$ cat src/rtl/anc_pkg.sv
// Shared types and default sizing for the ANC sample feeder.
package anc_pkg;

    typedef enum logic [1:0] {
        ST_IDLE = 2'd0,
        ST_SEND = 2'd1,
        ST_WAIT = 2'd2
    } anc_state_t;

    localparam int DEF_DEPTH = 8;
    localparam int DEF_GAP   = 3;

endpackage

$ cat src/rtl/anc_sync_fifo.sv
// Pair buffer for the feeder: storage, wrapping pointers and occupancy count.
module anc_sync_fifo #(
    parameter int DEPTH = 8,
    parameter int W     = 16
) (
    input  logic         clk,
    input  logic         rst_n,
    input  logic         flush,
    input  logic         push,
    input  logic [W-1:0] wr_data,
    input  logic         pop,
    output logic [W-1:0] rd_data,
    output logic [4:0]   level
);

    localparam int AW = (DEPTH > 1) ? $clog2(DEPTH) : 1;

    logic [W-1:0]  mem_r [DEPTH];
    logic [AW-1:0] wr_ptr_r;
    logic [AW-1:0] rd_ptr_r;
    logic [4:0]    count_r;
    logic          push_s;
    logic          pop_s;

    // flush wins over any transfer in the same cycle
    assign push_s  = push && !flush;
    assign pop_s   = pop && !flush;
    assign rd_data = mem_r[rd_ptr_r];
    assign level   = count_r;

    // Pointer and occupancy update; pointers wrap naturally at DEPTH
    always_ff @(posedge clk) begin
        if (!rst_n) begin
            wr_ptr_r <= '0;
            rd_ptr_r <= '0;
            count_r  <= 5'd0;
        end else if (flush) begin
            wr_ptr_r <= '0;
            rd_ptr_r <= '0;
            count_r  <= 5'd0;
        end else begin
            if (push_s) wr_ptr_r <= wr_ptr_r + AW'(1);
            if (pop_s)  rd_ptr_r <= rd_ptr_r + AW'(1);
            case ({push_s, pop_s})
                2'b10:   count_r <= count_r + 5'd1;
                2'b01:   count_r <= count_r - 5'd1;
                default: count_r <= count_r;
            endcase
        end
    end

    // Storage write; contents are not cleared by reset
    always_ff @(posedge clk) begin
        if (push_s && rst_n) begin
            mem_r[wr_ptr_r] <= wr_data;
        end
    end

endmodule

$ cat src/rtl/anc_sample_feeder.sv
// Buffers upstream {x,y} sample pairs and issues them to the adaptive filter
// as single-cycle pulses separated by at least GAP idle cycles.
module anc_sample_feeder
    import anc_pkg::*;
#(
    parameter int DEPTH = DEF_DEPTH,
    parameter int GAP   = DEF_GAP
) (
    input  logic        clk,
    input  logic        rst_n,
    input  logic [7:0]  s_x,
    input  logic [7:0]  s_y,
    input  logic        s_vld,
    output logic        s_rdy,
    input  logic        flush,
    output logic [7:0]  xin,
    output logic [7:0]  yin,
    output logic        vld,
    input  logic        rdy,
    output logic [4:0]  level,
    output logic [15:0] issued_cnt
);

    localparam logic [4:0] DEPTH_L  = 5'(DEPTH);
    localparam logic [3:0] GAP_LOAD = 4'(GAP - 1);

    anc_state_t  state_r, state_nxt_s;
    logic [3:0]  gap_cnt_r, gap_cnt_nxt_s;
    logic        issue_s;
    logic        can_issue_s;
    logic        push_s;
    logic [15:0] head_s;
    logic [7:0]  xin_r, yin_r;
    logic        vld_r;
    logic [15:0] issued_cnt_r;

    assign s_rdy      = (level < DEPTH_L) && !flush;
    assign push_s     = s_vld && s_rdy;
    assign xin        = xin_r;
    assign yin        = yin_r;
    assign vld        = vld_r;
    assign issued_cnt = issued_cnt_r;

    anc_sync_fifo #(
        .DEPTH (DEPTH),
        .W     (16)
    ) u_fifo (
        .clk     (clk),
        .rst_n   (rst_n),
        .flush   (flush),
        .push    (push_s),
        .wr_data ({s_x, s_y}),
        .pop     (issue_s),
        .rd_data (head_s),
        .level   (level)
    );

    // Next-state, gap counter and issue decision
    always_comb begin
        state_nxt_s   = state_r;
        gap_cnt_nxt_s = gap_cnt_r;
        issue_s       = 1'b0;
        can_issue_s   = (level != 5'd0) && rdy && !flush;
        if (flush) begin
            state_nxt_s   = ST_IDLE;
            gap_cnt_nxt_s = 4'd0;
        end else begin
            case (state_r)
                ST_IDLE: begin
                    if (can_issue_s) begin
                        state_nxt_s = ST_SEND;
                        issue_s     = 1'b1;
                    end else begin
                        state_nxt_s = ST_IDLE;
                    end
                end
                ST_SEND: begin
                    state_nxt_s   = ST_WAIT;
                    gap_cnt_nxt_s = GAP_LOAD;
                end
                ST_WAIT: begin
                    if (gap_cnt_r != 4'd0) begin
                        gap_cnt_nxt_s = gap_cnt_r - 4'd1;
                    end else if (can_issue_s) begin
                        state_nxt_s = ST_SEND;
                        issue_s     = 1'b1;
                    end else begin
                        state_nxt_s = ST_IDLE;
                    end
                end
                default: begin
                    state_nxt_s   = ST_IDLE;
                    gap_cnt_nxt_s = 4'd0;
                end
            endcase
        end
    end

    // State, counter and registered filter-side outputs
    always_ff @(posedge clk) begin
        if (!rst_n) begin
            state_r      <= ST_IDLE;
            gap_cnt_r    <= 4'd0;
            vld_r        <= 1'b0;
            xin_r        <= 8'd0;
            yin_r        <= 8'd0;
            issued_cnt_r <= 16'd0;
        end else begin
            state_r   <= state_nxt_s;
            gap_cnt_r <= gap_cnt_nxt_s;
            vld_r     <= issue_s;
            if (issue_s) begin
                xin_r        <= head_s[15:8];
                yin_r        <= head_s[7:0];
                issued_cnt_r <= issued_cnt_r + 16'd1;
            end else begin
                xin_r        <= xin_r;
                yin_r        <= yin_r;
                issued_cnt_r <= issued_cnt_r;
            end
        end
    end

endmodule

$ cat config.mk
export PLATFORM = sky130hd
export DESIGN_NAME = anc_sample_feeder
export DESIGN_NICKNAME = d
export VERILOG_FILES = /design/src/rtl/anc_pkg.sv /design/src/rtl/anc_sync_fifo.sv /design/src/rtl/anc_sample_feeder.sv
export SDC_FILE = /design/constraint.sdc
export NUM_CORES = 1
export LEC_CHECK = 0
export ABC_CLOCK_PERIOD_IN_PS = 5200
export CELL_PAD_IN_SITES_DETAIL_PLACEMENT = 0
export CELL_PAD_IN_SITES_GLOBAL_PLACEMENT = 1
export CORE_MARGIN = 2
export CORE_UTILIZATION = 53
export CTS_CLUSTER_SIZE = 10
export DETAILED_ROUTE_END_ITERATION = 8
export GPL_TIMING_DRIVEN = 0
export PLACE_DENSITY_LB_ADDON = 0.08
export REMOVE_ABC_BUFFERS = 1
export SKIP_LAST_GASP = 1
export SLEW_MARGIN = 20
export SYNTH_ARGS = -nofsm -noshare
export SYNTH_HDL_FRONTEND = slang
export SYNTH_SLANG_ARGS = --single-unit
$ cat constraint.sdc
create_clock -name clk -period 5.2 [get_ports clk]
set_input_delay 0.78 -clock clk [delete_from_list [all_inputs] [get_ports clk]]
set_output_delay 0.78 -clock clk [all_outputs]
set_load 0.1 [all_outputs]
==> tab_implementation.tex, run 1 <==
\begin{tabular}{lr}
\hline
Metric & Value \\
\hline
\multicolumn{2}{l}{\textbf{Timing}} \\
Fmax achieved & 279 MHz \\
Worst slew margin relative to its limit & between 30\% and 40\% \\
Final-report hold violation count & 0 \\
Time the final worst path needs with I/O delays and setup & between 3 and 4 ns \\
Worst-case setup margin in the final layout & approximately 1.6 ns \\
Count of final max-slew check failures & 0 \\
Slew at the pin closest to its max-slew limit & between 1 and 1.5 ns \\
Final hold slack & $\sim$0.47 ns \\
Crit share post-route & approximately 70\% \\
Post-Route Skew & 0.00851 ns \\
Setup violators final & 0 \\
Setup repair after global routing missed its margin & false \\
\multicolumn{2}{l}{\textbf{Die}} \\
FP Rows & 42 \\
Die height & 121 µm \\
Initial Util & a little over half \\
Area of the die & 14,700 µm² \\
Die Wd & approximately 120 µm \\
Floorplan core area & between 10,000 and 15,000 µm² \\
Top-level port count & 60 \\
\multicolumn{2}{l}{\textbf{Setup path}} \\
Crit-path cells & clkdlybuf4s50\_1 > and2b\_1 > o21ai\_4 > nor2\_4 > ha\_1 > ha\_1 > a21o\_1 > a21oi\_1 > mux2i\_1 > mux2i\_1 \\
Data arrival time of the critical path & slightly below 4 ns \\
Crit-path max cell delay & between 0.5 and 0.6 ns \\
Crit Path Category & in2reg \\
Depth of the worst register-to-register path & 11 \\
Required time of the worst setup path & around 5.6 ns \\
Reg-to-reg endpoint & u\_fifo.level[4] \\
Crit start category & input pin \\
Launching instance or port of the critical path & flush \\
CP max-delay cell & nor2\_4 \\
Critical register-to-register path startpoint & state\_r[0] \\
Endpoint type of the worst setup path & flop \\
Crit path max-delay family & simple AND/OR/NAND/NOR gates \\
Worst setup slack for register-to-register paths & around 1.8 ns \\
Worst Path Max Fanout & 18 \\
Buffers \& Inverters on Critical Path & 1 \\
\multicolumn{2}{l}{\textbf{Synth}} \\
Share of synthesized flip-flops with an asynchronous set or reset & 0\% \\
Area share of fa/ha/maj cells after synthesis & under 10\% \\
Xor/xnor cell area share of the yosys netlist & 0.719\% \\
Compound-Gate Fraction of Synth Area & under 10\% \\
Post-synthesis cell area & between 7000 and 8000 µm² \\
Multiplexer share of the synthesized area & between 10\% and 20\% \\
Simple-gate area share of the yosys netlist & approximately 7.7\% \\
Instance count of the mapped netlist & 466 \\
Fraction of the yosys area taken by sequential cells & 66.3\% \\
Post-synth EDFFs & 128 \\
Count of distinct cell types in the synthesized netlist & 46 \\
Main combinational cell family by area after synthesis & multiplexers \\
Synthesized area per cell & roughly 16 µm² \\
Dominant synthesized flop cell & edfxtp\_1 \\
Ys Warns & 0 \\
Flip-flop and latch count after synthesis & about 180 \\
\multicolumn{2}{l}{\textbf{Run status}} \\
Run status & finished clean \\
\multicolumn{2}{l}{\textbf{Clock network}} \\
Clock Sinks & around 180 \\
Clock tree root buffer cell & clkbuf\_16 \\
Clock Path Buffers & 2 \\
Clk pin slew, worst setup/hold paths & 0.06 ns \\
Clock network latency to the later pin of the worst-skew pair & 0.43 ns \\
TritonCTS clock tree & done \\
Number of cells upsized or downsized after cts & 0 \\
H-tree depth reported by CTS & 4 \\
Post-CTS Hold Buffers & 0 \\
Number of post-CTS setup repair buffers & 0 \\
Number of CTS-inserted buffers & 17 \\
\multicolumn{2}{l}{\textbf{Min path}} \\
Start point of the worst min-delay path & issued\_cnt[15] \\
Number of instances on the worst hold path & 2 \\
Worst hold-check path type & reg2reg \\
Destination of the worst hold path & issued\_cnt[15] \\
\multicolumn{2}{l}{\textbf{Finish}} \\
Synth-to-layout area growth & 19.7\% \\
Proportion of layout cells with a drive suffix above 1 & 18.9\% \\
Antenna Cells & 0 \\
Final-stage net count & $\sim$570 \\
\multicolumn{2}{l}{\textbf{Global route}} \\
Initial antenna violation count & 0 \\
Total congestion overflow after global routing & 0 \\
First-pass GRT wire length & roughly 23,000 µm \\
Number of global-route vias before repair & between 4,000 and 5,000 \\
Largest net degree at the start of global routing & 36 \\
Global-route total usage across every layer & roughly a fifth \\
\multicolumn{2}{l}{\textbf{Pwr}} \\
Internal power & 0.00222 W \\
Leakage power of the design & 2.73 nW \\
Comb power frac & under 10\% \\
Worst IR drop on VDD & between 0.3 and 0.4 mV \\
Portion of total power attributed to the clock network & between 40\% and 50\% \\
Sequential power share & a little over half \\
Net switching power figure & between 0.0006 and 0.0007 W \\
P per Cell Area & $\sim$330 nW/µm² \\
Switching portion of total power & roughly 22\% \\
\multicolumn{2}{l}{\textbf{Route}} \\
Detailed-route via count & 4,243 \\
DRC violation count after routing & 0 \\
Routed WL & roughly 15,000 µm \\
Post-detailed-route wirelength per cell & approximately 20 µm \\
First DRT Iteration DRCs & 403 \\
Routed vias/inst & about 6 \\
Number of nets still failing antenna checks after routing & 0 \\
DRT Pass-1 Iters & 5 \\
\multicolumn{2}{l}{\textbf{Placement}} \\
Number of input and output port buffers inserted & between 50 and 60 \\
GP Congestion & between 0.7 and 0.8 \\
Setup slack after placement & between 1 and 1.5 ns \\
Detail Placement HPWL & between 9000 and 10,000 µm \\
\multicolumn{2}{l}{\textbf{Job}} \\
Number of max-capacitance violations reported & 0 \\
\hline
\end{tabular}
## area by class of cell
class	count	area, µm²
multi-input combinational	256	2340
tap	176	220
clock buffer	21	470
timing repair buffer	70	738
fill	992	4600
inverter	8	30.0
sequential	178	4850
clock inverter	11	93.8
## cells by family after synthesis
| group | after synthesis |
|---|---|
| compound gates | 78 |
| xor+xnor | 6 |
| fa+ha+maj | 13 |
| buf+inv | 32 |
| flops | 178 |
| mux | 60 |
| simple gates | 99 |
## metrics by stage
stage                     area, µm²  setup TNS (ns)  power [W]  std cells  util (%)
after detailed placement       8180               0    0.00167        688      61.3
after floorplan                7190               0    0.00163        442         -
after CTS                      8740               0    0.00287        720      65.5
after global routing           8740               0    0.00292        720      65.5
final                          8740               0    0.00284        720      65.5
after global placement         8000           -8.67    0.00167        677      59.9
## cells in the final DEF (no fill, tap or decap), drive strengths merged, types with 5 or more instances in the layout
cell and n:
a211oi 16, a21oi 34, buf 11, clkbuf 21
clkdlybuf4s50 59, dfxtp 50, edfxtp 128, ha 12
inv 13, mux2i 27, mux4 32, nand2 16
nand2b 9, nand3 9, nor2 24, nor4 5
o21ai 12, o31ai 8, or4 9
## state kept, by name, summed over array words and instances (netlist names)
name and count:
u_fifo.level 5, u_fifo.mem_r 128, u_fifo.rd_ptr_r 3, yin 8
state_r 2, gap_cnt_r 4, xin 8, u_fifo.wr_ptr_r 3
vld 1, issued_cnt 16
## layer usage
layer / track usage (%) / up-vias / wire length, µm
li1: - / 1954 / -
met1: 28.1 / 2165 / 6330
met2: 35.2 / 110 / 7530
met3: 4.23 / 14 / 615
met4: 7.33 / 0 / 200
met5: 0 / - / 0
## worst max path at each step
| stage | to | slack (ns) | cells past startpoint |
|---|---|---|---|
| finish | u_fifo.level[4] | 1.61 | 10 |
| global route | u_fifo.level[4] | 1.41 | 10 |
| global placement | u_fifo.mem_r[0][9] | -0.54 | 4 |
| floorplan | s_rdy | 1.50 | 1 |
| detailed placement | u_fifo.level[4] | 1.15 | 10 |
| CTS | u_fifo.level[4] | 1.61 | 10 |
## power groups by stage
stage | clock, W | sequential (W) | combinational [W]
floorplan | 0 | 0.00159 | 0.0000378
global placement | 0 | 0.00156 | 0.000108
detailed placement | 0 | 0.00156 | 0.000112
CTS | 0.00122 | 0.00153 | 0.000112
global route | 0.00127 | 0.00153 | 0.000119
finish | 0.00120 | 0.00153 | 0.000111
## cells in the mapped netlist, types with 3 or more instances
cell type | n | area [µm²]
a211oi_1 | 7 | 52.6
a211oi_2 | 9 | 113
a21oi_1 | 34 | 170
buf_2 | 10 | 50.1
clkbuf_1 | 12 | 45.0
dfxtp_1 | 50 | 1000
edfxtp_1 | 128 | 3840
ha_1 | 12 | 150
inv_1 | 8 | 30.0
mux2i_1 | 27 | 270
mux4_2 | 32 | 721
nand2_1 | 16 | 60.1
nand2b_1 | 9 | 56.3
nand3_1 | 9 | 45.0
nand4_1 | 3 | 18.8
nor2_1 | 22 | 82.6
nor2b_1 | 4 | 25.0
nor3_1 | 4 | 20.0
nor4_1 | 5 | 31.3
o211ai_1 | 3 | 22.5
o21ai_0 | 11 | 55.1
o31ai_1 | 8 | 60.1
or3_1 | 4 | 25.0
or4_1 | 8 | 60.1
xnor2_1 | 3 | 26.3
xor2_1 | 3 | 26.3
## worst min-delay path, cell delays in order (launching register included)
cell	delay, ns
dfxtp_1	0.32
nand2_1	0.05
mux2i_1	0.05
Power figures use the tool's default switching activity.
==> run 2: changes to the inputs <==
--- a/config.mk
+++ b/config.mk
@@ -5,11 +5,11 @@
 export SDC_FILE = /design/constraint.sdc
 export NUM_CORES = 1
 export LEC_CHECK = 0
-export ABC_CLOCK_PERIOD_IN_PS = 5200
+export ABC_CLOCK_PERIOD_IN_PS = 3490
 export CELL_PAD_IN_SITES_DETAIL_PLACEMENT = 0
 export CELL_PAD_IN_SITES_GLOBAL_PLACEMENT = 1
 export CORE_MARGIN = 2
-export CORE_UTILIZATION = 53
+export CORE_UTILIZATION = 49
 export CTS_CLUSTER_SIZE = 10
 export DETAILED_ROUTE_END_ITERATION = 8
 export GPL_TIMING_DRIVEN = 0
==> constraint.sdc (replaced) <==
create_clock -name clk -period 3.49 [get_ports clk]
set_input_delay 0.5235 -clock clk [delete_from_list [all_inputs] [get_ports clk]]
set_output_delay 0.5235 -clock clk [all_outputs]
set_load 0.1 [all_outputs]
==> run 2 against run 1 <==
  * Worst hold slack better by 0.0068 ns
  * Highest routed layer unchanged
  * First-iteration DRC count fell by 9.4%
  * Critical endpoint is now u_fifo.mem_r[3][8]
  * Non-clock buffer count grew 3
  * Clock skew fell by 0.00078 ns
  * Flip-flop and latch count unchanged
  * Setup slack lost 1.3 ns
==> tab_implementation.tex, run 2 (same netlist as run 1, synthesis figures left out) <==
\begin{tabular}{lr}
\hline
Metric & Value \\
\hline
\multicolumn{2}{l}{\textbf{Timing}} \\
Count of final max-slew check failures & 0 (unchanged) \\
Setup repair after global routing missed its margin & false \\
Crit share post-route & between 90\% and 100\% \\
Setup violators final & 0 (unchanged) \\
Time the final worst path needs with I/O delays and setup & 3.20 ns \\
Slew at the pin closest to its max-slew limit & 1.03 ns (+0.00388 ns) \\
Post-Route Skew & 0.00773 ns (-0.000782 ns) \\
Worst-case setup margin in the final layout & 0.291 ns (-1.32 ns) \\
Final-report hold violation count & 0 (unchanged) \\
Fmax achieved & around 310 MHz \\
Total negative setup slack & 0 ns (unchanged) \\
Worst slew margin relative to its limit & 31.6\% (-0.26 points) \\
\multicolumn{2}{l}{\textbf{Global route}} \\
Number of global-route vias before repair & 4,172 (+0.12\%) \\
Total congestion overflow after global routing & 0 (unchanged) \\
Initial antenna violation count & 0 (unchanged) \\
First-pass GRT wire length & 23,500 µm (+2.5\%) \\
Largest net degree at the start of global routing & 36 (unchanged) \\
Global-route total usage across every layer & 19.8\% (-1.4 points) \\
\multicolumn{2}{l}{\textbf{Clock network}} \\
Clock Sinks & 178 (unchanged) \\
Clock tree root buffer cell & clkbuf\_16 \\
TritonCTS clock tree & done \\
H-tree depth reported by CTS & 4 (unchanged) \\
Post-CTS Hold Buffers & 0 (unchanged) \\
Number of CTS-inserted buffers & 17 (unchanged) \\
Clk pin slew, worst setup/hold paths & 0.06 ns (about the same) \\
Clock Path Buffers & 2 (unchanged) \\
Clock network latency to the later pin of the worst-skew pair & 0.43 ns (about the same) \\
\multicolumn{2}{l}{\textbf{Placement}} \\
GP Congestion & 0.724 (-8.7\%) \\
Number of input and output port buffers inserted & 59 (unchanged) \\
Cell area reported after detailed placement & 8190 µm² (about the same) \\
Detail Placement HPWL & 9330 µm (+0.41\%) \\
Setup slack after placement & -0.317 ns (-1.47 ns) \\
\multicolumn{2}{l}{\textbf{Route}} \\
Detailed-route via count & 4,211 (-0.75\%) \\
Routed vias/inst & 5.76 (-2.2\%) \\
First DRT Iteration DRCs & 365 (-9.4\%) \\
DRC violation count after routing & 0 (unchanged) \\
DRT Pass-1 Iters & 4 (-1) \\
Post-detailed-route wirelength per cell & 20.4 µm (about the same) \\
Number of nets still failing antenna checks after routing & 0 (unchanged) \\
Routed WL & 14,900 µm (+1.5\%) \\
\multicolumn{2}{l}{\textbf{Finish}} \\
Most used cells in the layout excluding fill and tap cells & edfxtp\_1 (128), clkdlybuf4s50\_1 (59), dfxtp\_1 (47) \\
Largest reg by FF count & u\_fifo.mem\_r \\
Most frequent standard cell in the layout excluding fill and tap cells & edfxtp\_1 \\
Antenna Cells & 0 (unchanged) \\
Share of the core filled with cells in the final layout & 60.7\% (-4.8 points) \\
Final-stage net count & 568 (+0.53\%) \\
Number of flip-flops under the largest register name & 128 (unchanged) \\
Final std cell area, no fill & 8820 µm² (+0.83\%) \\
Synth-to-layout area growth & 20.6\% \\
Proportion of layout cells with a drive suffix above 1 & 19.6\% (+0.63 points) \\
\multicolumn{2}{l}{\textbf{Pwr}} \\
Overall power & 0.00436 W (+53\%) \\
Leakage power of the design & 2.76 nW (+1.1\%) \\
P per Cell Area & 495 nW/µm² (+52\%) \\
Worst IR drop on VDD & 0.434 mV (+36\%) \\
\multicolumn{2}{l}{\textbf{Die}} \\
Die Wd & 126 µm (+3.9\%) \\
Floorplan core area & 14,500 µm² (+8.9\%) \\
Die height & 126 µm (+3.9\%) \\
Area of the die & 15,900 µm² (+7.9\%) \\
FP Rows & 44 (+4.8\%) \\
Initial Util & 50.3\% (-4.5 points) \\
Top-level port count & 60 (unchanged) \\
\multicolumn{2}{l}{\textbf{Setup path}} \\
Crit-path cells & clkdlybuf4s50\_1 > inv\_2 > or3\_1 > nor2\_2 > buf\_6 \\
Crit Path Category & in2reg \\
Crit-path max cell delay & 0.90 ns (+0.33 ns) \\
Endpoint type of the worst setup path & flop \\
Data arrival time of the critical path & 3.34 ns (-0.60 ns) \\
Crit start category & input pin \\
Worst Path Max Fanout & 29 (+11) \\
Worst setup slack for register-to-register paths & 0.37 ns (-1.38 ns) \\
Required time of the worst setup path & 3.63 ns (-1.92 ns) \\
CP max-delay cell & clkdlybuf4s50\_1 \\
\multicolumn{2}{l}{\textbf{Run status}} \\
Run status & finished clean \\
\multicolumn{2}{l}{\textbf{Min path}} \\
Worst hold-check path type & reg2reg \\
\multicolumn{2}{l}{\textbf{Job}} \\
Number of max-capacitance violations reported & 0 (unchanged) \\
\hline
\end{tabular}
[run 2: metrics by stage]
stage | hold slack (ns) | instances
after floorplan | 0.466 | 442
after global placement | 0.456 | 685
after detailed placement | 0.464 | 696
after CTS | 0.475 | 728
after global routing | 0.510 | 731
final | 0.478 | 731
[run 2: path summary, 6_finish.rpt]
check,start,to,cells after the start
max,rst_n,u_fifo.mem_r[3][8],5
min,issued_cnt[15],issued_cnt[15],2
max reg2reg,u_fifo.level[4],u_fifo.level[4],9
min reg2reg,issued_cnt[15],issued_cnt[15],2
[run 2: repair_timing]
item / CTS / global route
setup endpoints to repair: 1 / 1
pin swaps: 0 / 1
gates resized for setup: 1 / 0
hold endpoints to repair: 0 / 0
setup buffers: 0 / 3
[run 2: critical path, delay by kind of cell]
kind	cells	cell delay (ns)
buffers and inverters	3	1.65
and+or+nand+nor	2	1.16
[run 2: cell type report]
type,instances,area (µm²)
flip-flops and latches,178,4850
well taps,184,230
repair buffers,73,757
multi-input cells,256,2350
clock buffers,21,493
clock inverters,11,110
inverters,8,30.0
fillers,1108,5720
[run 2: metal layers]
layer | share of wire, % | track usage (%) | vias to the layer above
li1 | - | - | 1968
met1 | 44 | 26.2 | 2122
met5 | 0 | 0 | -
met4 | 1.5 | 7.05 | 0
met2 | 50 | 32.3 | 100
met3 | 4.7 | 4.89 | 21
[run 2: power breakdown]
group,total [W],leakage [nW],internal [W],switching (W)
Clock,0.00191,0.288,0.00110,0.000813
Combinational,0.000168,0.915,0.0000572,0.000110
Sequential,0.00228,1.56,0.00227,0.00000876
Total,0.00436,2.76,0.00343,0.000932
==> run 3: changes to the inputs <==
--- a/config.mk
+++ b/config.mk
@@ -12,7 +12,6 @@
 export CORE_UTILIZATION = 49
 export CTS_CLUSTER_SIZE = 10
 export DETAILED_ROUTE_END_ITERATION = 8
-export GPL_TIMING_DRIVEN = 0
 export PLACE_DENSITY_LB_ADDON = 0.08
 export REMOVE_ABC_BUFFERS = 1
 export SKIP_LAST_GASP = 1
@@ -20,3 +19,4 @@
 export SYNTH_ARGS = -nofsm -noshare
 export SYNTH_HDL_FRONTEND = slang
 export SYNTH_SLANG_ARGS = --single-unit
+export TNS_END_PERCENT = 30
==> run 3 against run 2 <==
  * Fmax increased by 6.0%
  * Cell area decreased by 0.67%
  * Worst hold slack got worse by 0.0065 ns
  * Register-to-register slack improved by 0.10 ns
  * Die area unchanged
  * First-iteration DRC count decreased by 44%
  * Power decreased by 1.2%
  * Sequential share of layout area increased by 0.31 points
  * Non-clock buffer count increased by 7
  * Routed wire length decreased by 1.2%
  * Highest routed layer unchanged
==> tab_implementation.tex, run 3 (same netlist as run 1, synthesis figures left out) <==
\begin{tabular}{lr}
\hline
Metric & Value \\
\hline
\multicolumn{2}{l}{\textbf{Global route}} \\
Number of global-route vias before repair & 4,325 (+3.7\%) \\
Initial antenna violation count & 0 (unchanged) \\
Total congestion overflow after global routing & 0 (unchanged) \\
Largest net degree at the start of global routing & 35 (-2.8\%) \\
First-pass GRT wire length & 23,500 µm (+0.20\%) \\
Global-route total usage across every layer & 19.6\% (-0.28 points) \\
\multicolumn{2}{l}{\textbf{Clock network}} \\
Clk pin slew, worst setup/hold paths & 0.07 ns (about the same) \\
H-tree depth reported by CTS & 4 (unchanged) \\
Number of cells upsized or downsized after cts & 0 (-1) \\
Clock Path Buffers & 2 (unchanged) \\
Clock Sinks & 178 (unchanged) \\
Post-CTS Hold Buffers & 0 (unchanged) \\
Number of CTS-inserted buffers & 17 (unchanged) \\
Clock network latency to the later pin of the worst-skew pair & 0.42 ns (about the same) \\
Clock tree root buffer cell & clkbuf\_16 \\
Number of post-CTS setup repair buffers & 0 (unchanged) \\
TritonCTS clock tree & done \\
\multicolumn{2}{l}{\textbf{Route}} \\
First DRT Iteration DRCs & 204 (-44\%) \\
Routed vias/inst & 5.74 (-0.34\%) \\
DRT Pass-1 Iters & 5 (+1) \\
DRC violation count after routing & 0 (unchanged) \\
Number of nets still failing antenna checks after routing & 0 (unchanged) \\
Detailed-route via count & 4,237 (+0.62\%) \\
Post-detailed-route wirelength per cell & 19.9 µm (-2.1\%) \\
Routed WL & 14,700 µm (-1.2\%) \\
\multicolumn{2}{l}{\textbf{Finish}} \\
Proportion of layout cells with a drive suffix above 1 & 19.1\% (-0.43 points) \\
Antenna Cells & 0 (unchanged) \\
Most frequent standard cell in the layout excluding fill and tap cells & edfxtp\_1 \\
Number of flip-flops under the largest register name & 128 (unchanged) \\
Most used cells in the layout excluding fill and tap cells & edfxtp\_1 (128), clkdlybuf4s50\_1 (58), dfxtp\_1 (49) \\
Largest reg by FF count & u\_fifo.mem\_r \\
Synth-to-layout area growth & 19.8\% \\
Final-stage net count & 575 (+1.2\%) \\
Filler instances & 1,162 (+4.9\%) \\
\multicolumn{2}{l}{\textbf{Setup path}} \\
Reg-to-reg endpoint & u\_fifo.level[4] \\
Crit start category & flop \\
Required time of the worst setup path & 3.84 ns (+0.21 ns) \\
Worst setup slack for register-to-register paths & 0.47 ns (+0.10 ns) \\
Crit Path Category & reg2reg \\
Critical register-to-register path startpoint & u\_fifo.level[4] \\
Worst Path Max Fanout & 18 (-38\%) \\
Endpoint type of the worst setup path & flop \\
Depth of the worst register-to-register path & 9 (unchanged) \\
Data arrival time of the critical path & 3.37 ns (+0.03 ns) \\
\multicolumn{2}{l}{\textbf{Pwr}} \\
Leakage power of the design & 2.77 nW (+0.44\%) \\
P per Cell Area & 492 nW/µm² (-0.52\%) \\
Worst IR drop on VDD & 0.344 mV (-21\%) \\
\multicolumn{2}{l}{\textbf{Die}} \\
Floorplan core area & 14,500 µm² (unchanged) \\
Initial Util & 50.3\% (unchanged) \\
Top-level port count & 60 (unchanged) \\
Area of the die & 15,900 µm² (unchanged) \\
Die height & 126 µm (unchanged) \\
FP Rows & 44 (unchanged) \\
Die Wd & 126 µm (unchanged) \\
\multicolumn{2}{l}{\textbf{Timing}} \\
Final-report hold violation count & 0 (unchanged) \\
Time the final worst path needs with I/O delays and setup & 3.02 ns (-0.182 ns) \\
Total negative setup slack & 0 ns (unchanged) \\
Count of final max-slew check failures & 0 (unchanged) \\
Fmax achieved & 331 MHz (+6.0\%) \\
Crit share post-route & 86.4\% (-5.2 points) \\
Worst-case setup margin in the final layout & 0.473 ns (+0.182 ns) \\
Setup repair after global routing missed its margin & false \\
Post-Route Skew & 0.00931 ns (+0.00158 ns) \\
Worst slew margin relative to its limit & 34.0\% (+2.4 points) \\
Slew at the pin closest to its max-slew limit & 0.987 ns (-0.0395 ns) \\
Setup violators final & 0 (unchanged) \\
\multicolumn{2}{l}{\textbf{Placement}} \\
GP Congestion & 0.729 (+0.75\%) \\
Detail Placement HPWL & 9130 µm (-2.1\%) \\
Setup slack after placement & 0.260 ns (+0.577 ns) \\
Number of input and output port buffers inserted & 59 (unchanged) \\
\multicolumn{2}{l}{\textbf{Min path}} \\
Start point of the worst min-delay path & issued\_cnt[15] \\
Destination of the worst hold path & issued\_cnt[15] \\
Number of instances on the worst hold path & 2 (unchanged) \\
Worst hold-check path type & reg2reg \\
\multicolumn{2}{l}{\textbf{Job}} \\
Number of max-capacitance violations reported & 0 (unchanged) \\
\multicolumn{2}{l}{\textbf{Run status}} \\
Run status & finished clean \\
\hline
\end{tabular}
[run 3: critical path, stage by stage (launching register included)]
cell and delay (ns):
dfxtp_1 0.38, or4_4 0.60, o21ai_4 0.41, nor2_4 0.05
ha_1 0.29, fa_1 0.43, a21o_1 0.17, a21oi_1 0.17
mux2i_1 0.24, mux2i_1 0.19
[run 3: where the power goes]
| part | switching [W] | total [W] | internal [W] | leakage, nW |
|---|---|---|---|---|
| clock network | 0.000798 | 0.00186 | 0.00106 | 0.276 |
| logic | 0.000110 | 0.000169 | 0.0000581 | 0.940 |
| registers | 0.00000804 | 0.00228 | 0.00227 | 1.56 |
| total | 0.000916 | 0.00431 | 0.00339 | 2.77 |
[run 3: how the worst max path moves through the flow]
| stage | startpoint | to | cells past startpoint |
|---|---|---|---|
| final | u_fifo.level[4] | u_fifo.level[4] | 9 |
| after global routing | u_fifo.level[4] | u_fifo.level[4] | 9 |
| after CTS | u_fifo.level[4] | u_fifo.level[4] | 9 |
| after detailed placement | flush | u_fifo.level[4] | 10 |
| after global placement | flush | u_fifo.level[4] | 10 |
| after floorplan | u_fifo.level[3] | s_rdy | 1 |
[run 3: metal layers]
layer	GRT usage, %	up-vias	share of wire [%]
met5	0	-	0
met4	6.53	0	1.9
met3	4.42	16	4.7
met2	32.4	119	50
met1	25.8	2128	44
li1	-	1974	-
[run 3: stage by stage]
stage / power (W) / hold slack (ns) / util, % / cells / area, µm²
3_5_place_dp: 0.00250 / 0.470 / 56.3 / 706 / 8180
5_1_grt: 0.00445 / 0.497 / 60.3 / 738 / 8760
2_1_floorplan: 0.00242 / 0.466 / - / 442 / 7190
4_1_cts: 0.00435 / 0.479 / 60.3 / 738 / 8760
3_3_place_gp: 0.00249 / 0.456 / 56.3 / 706 / 8180
6_report: 0.00431 / 0.472 / 60.3 / 738 / 8760
[run 3: layout make-up]
| type | count | area, µm² | area share, % |
|---|---|---|---|
| clock inverter | 15 | 155 | 1.77 |
| tap | 184 | 230 | 2.63 |
| multi-input combinational | 256 | 2330 | 26.6 |
| clock buffer | 17 | 425 | 4.86 |
| inverter | 8 | 30.0 | 0.343 |
| sequential | 178 | 4850 | 55.3 |
| timing repair buffer | 80 | 746 | 8.51 |
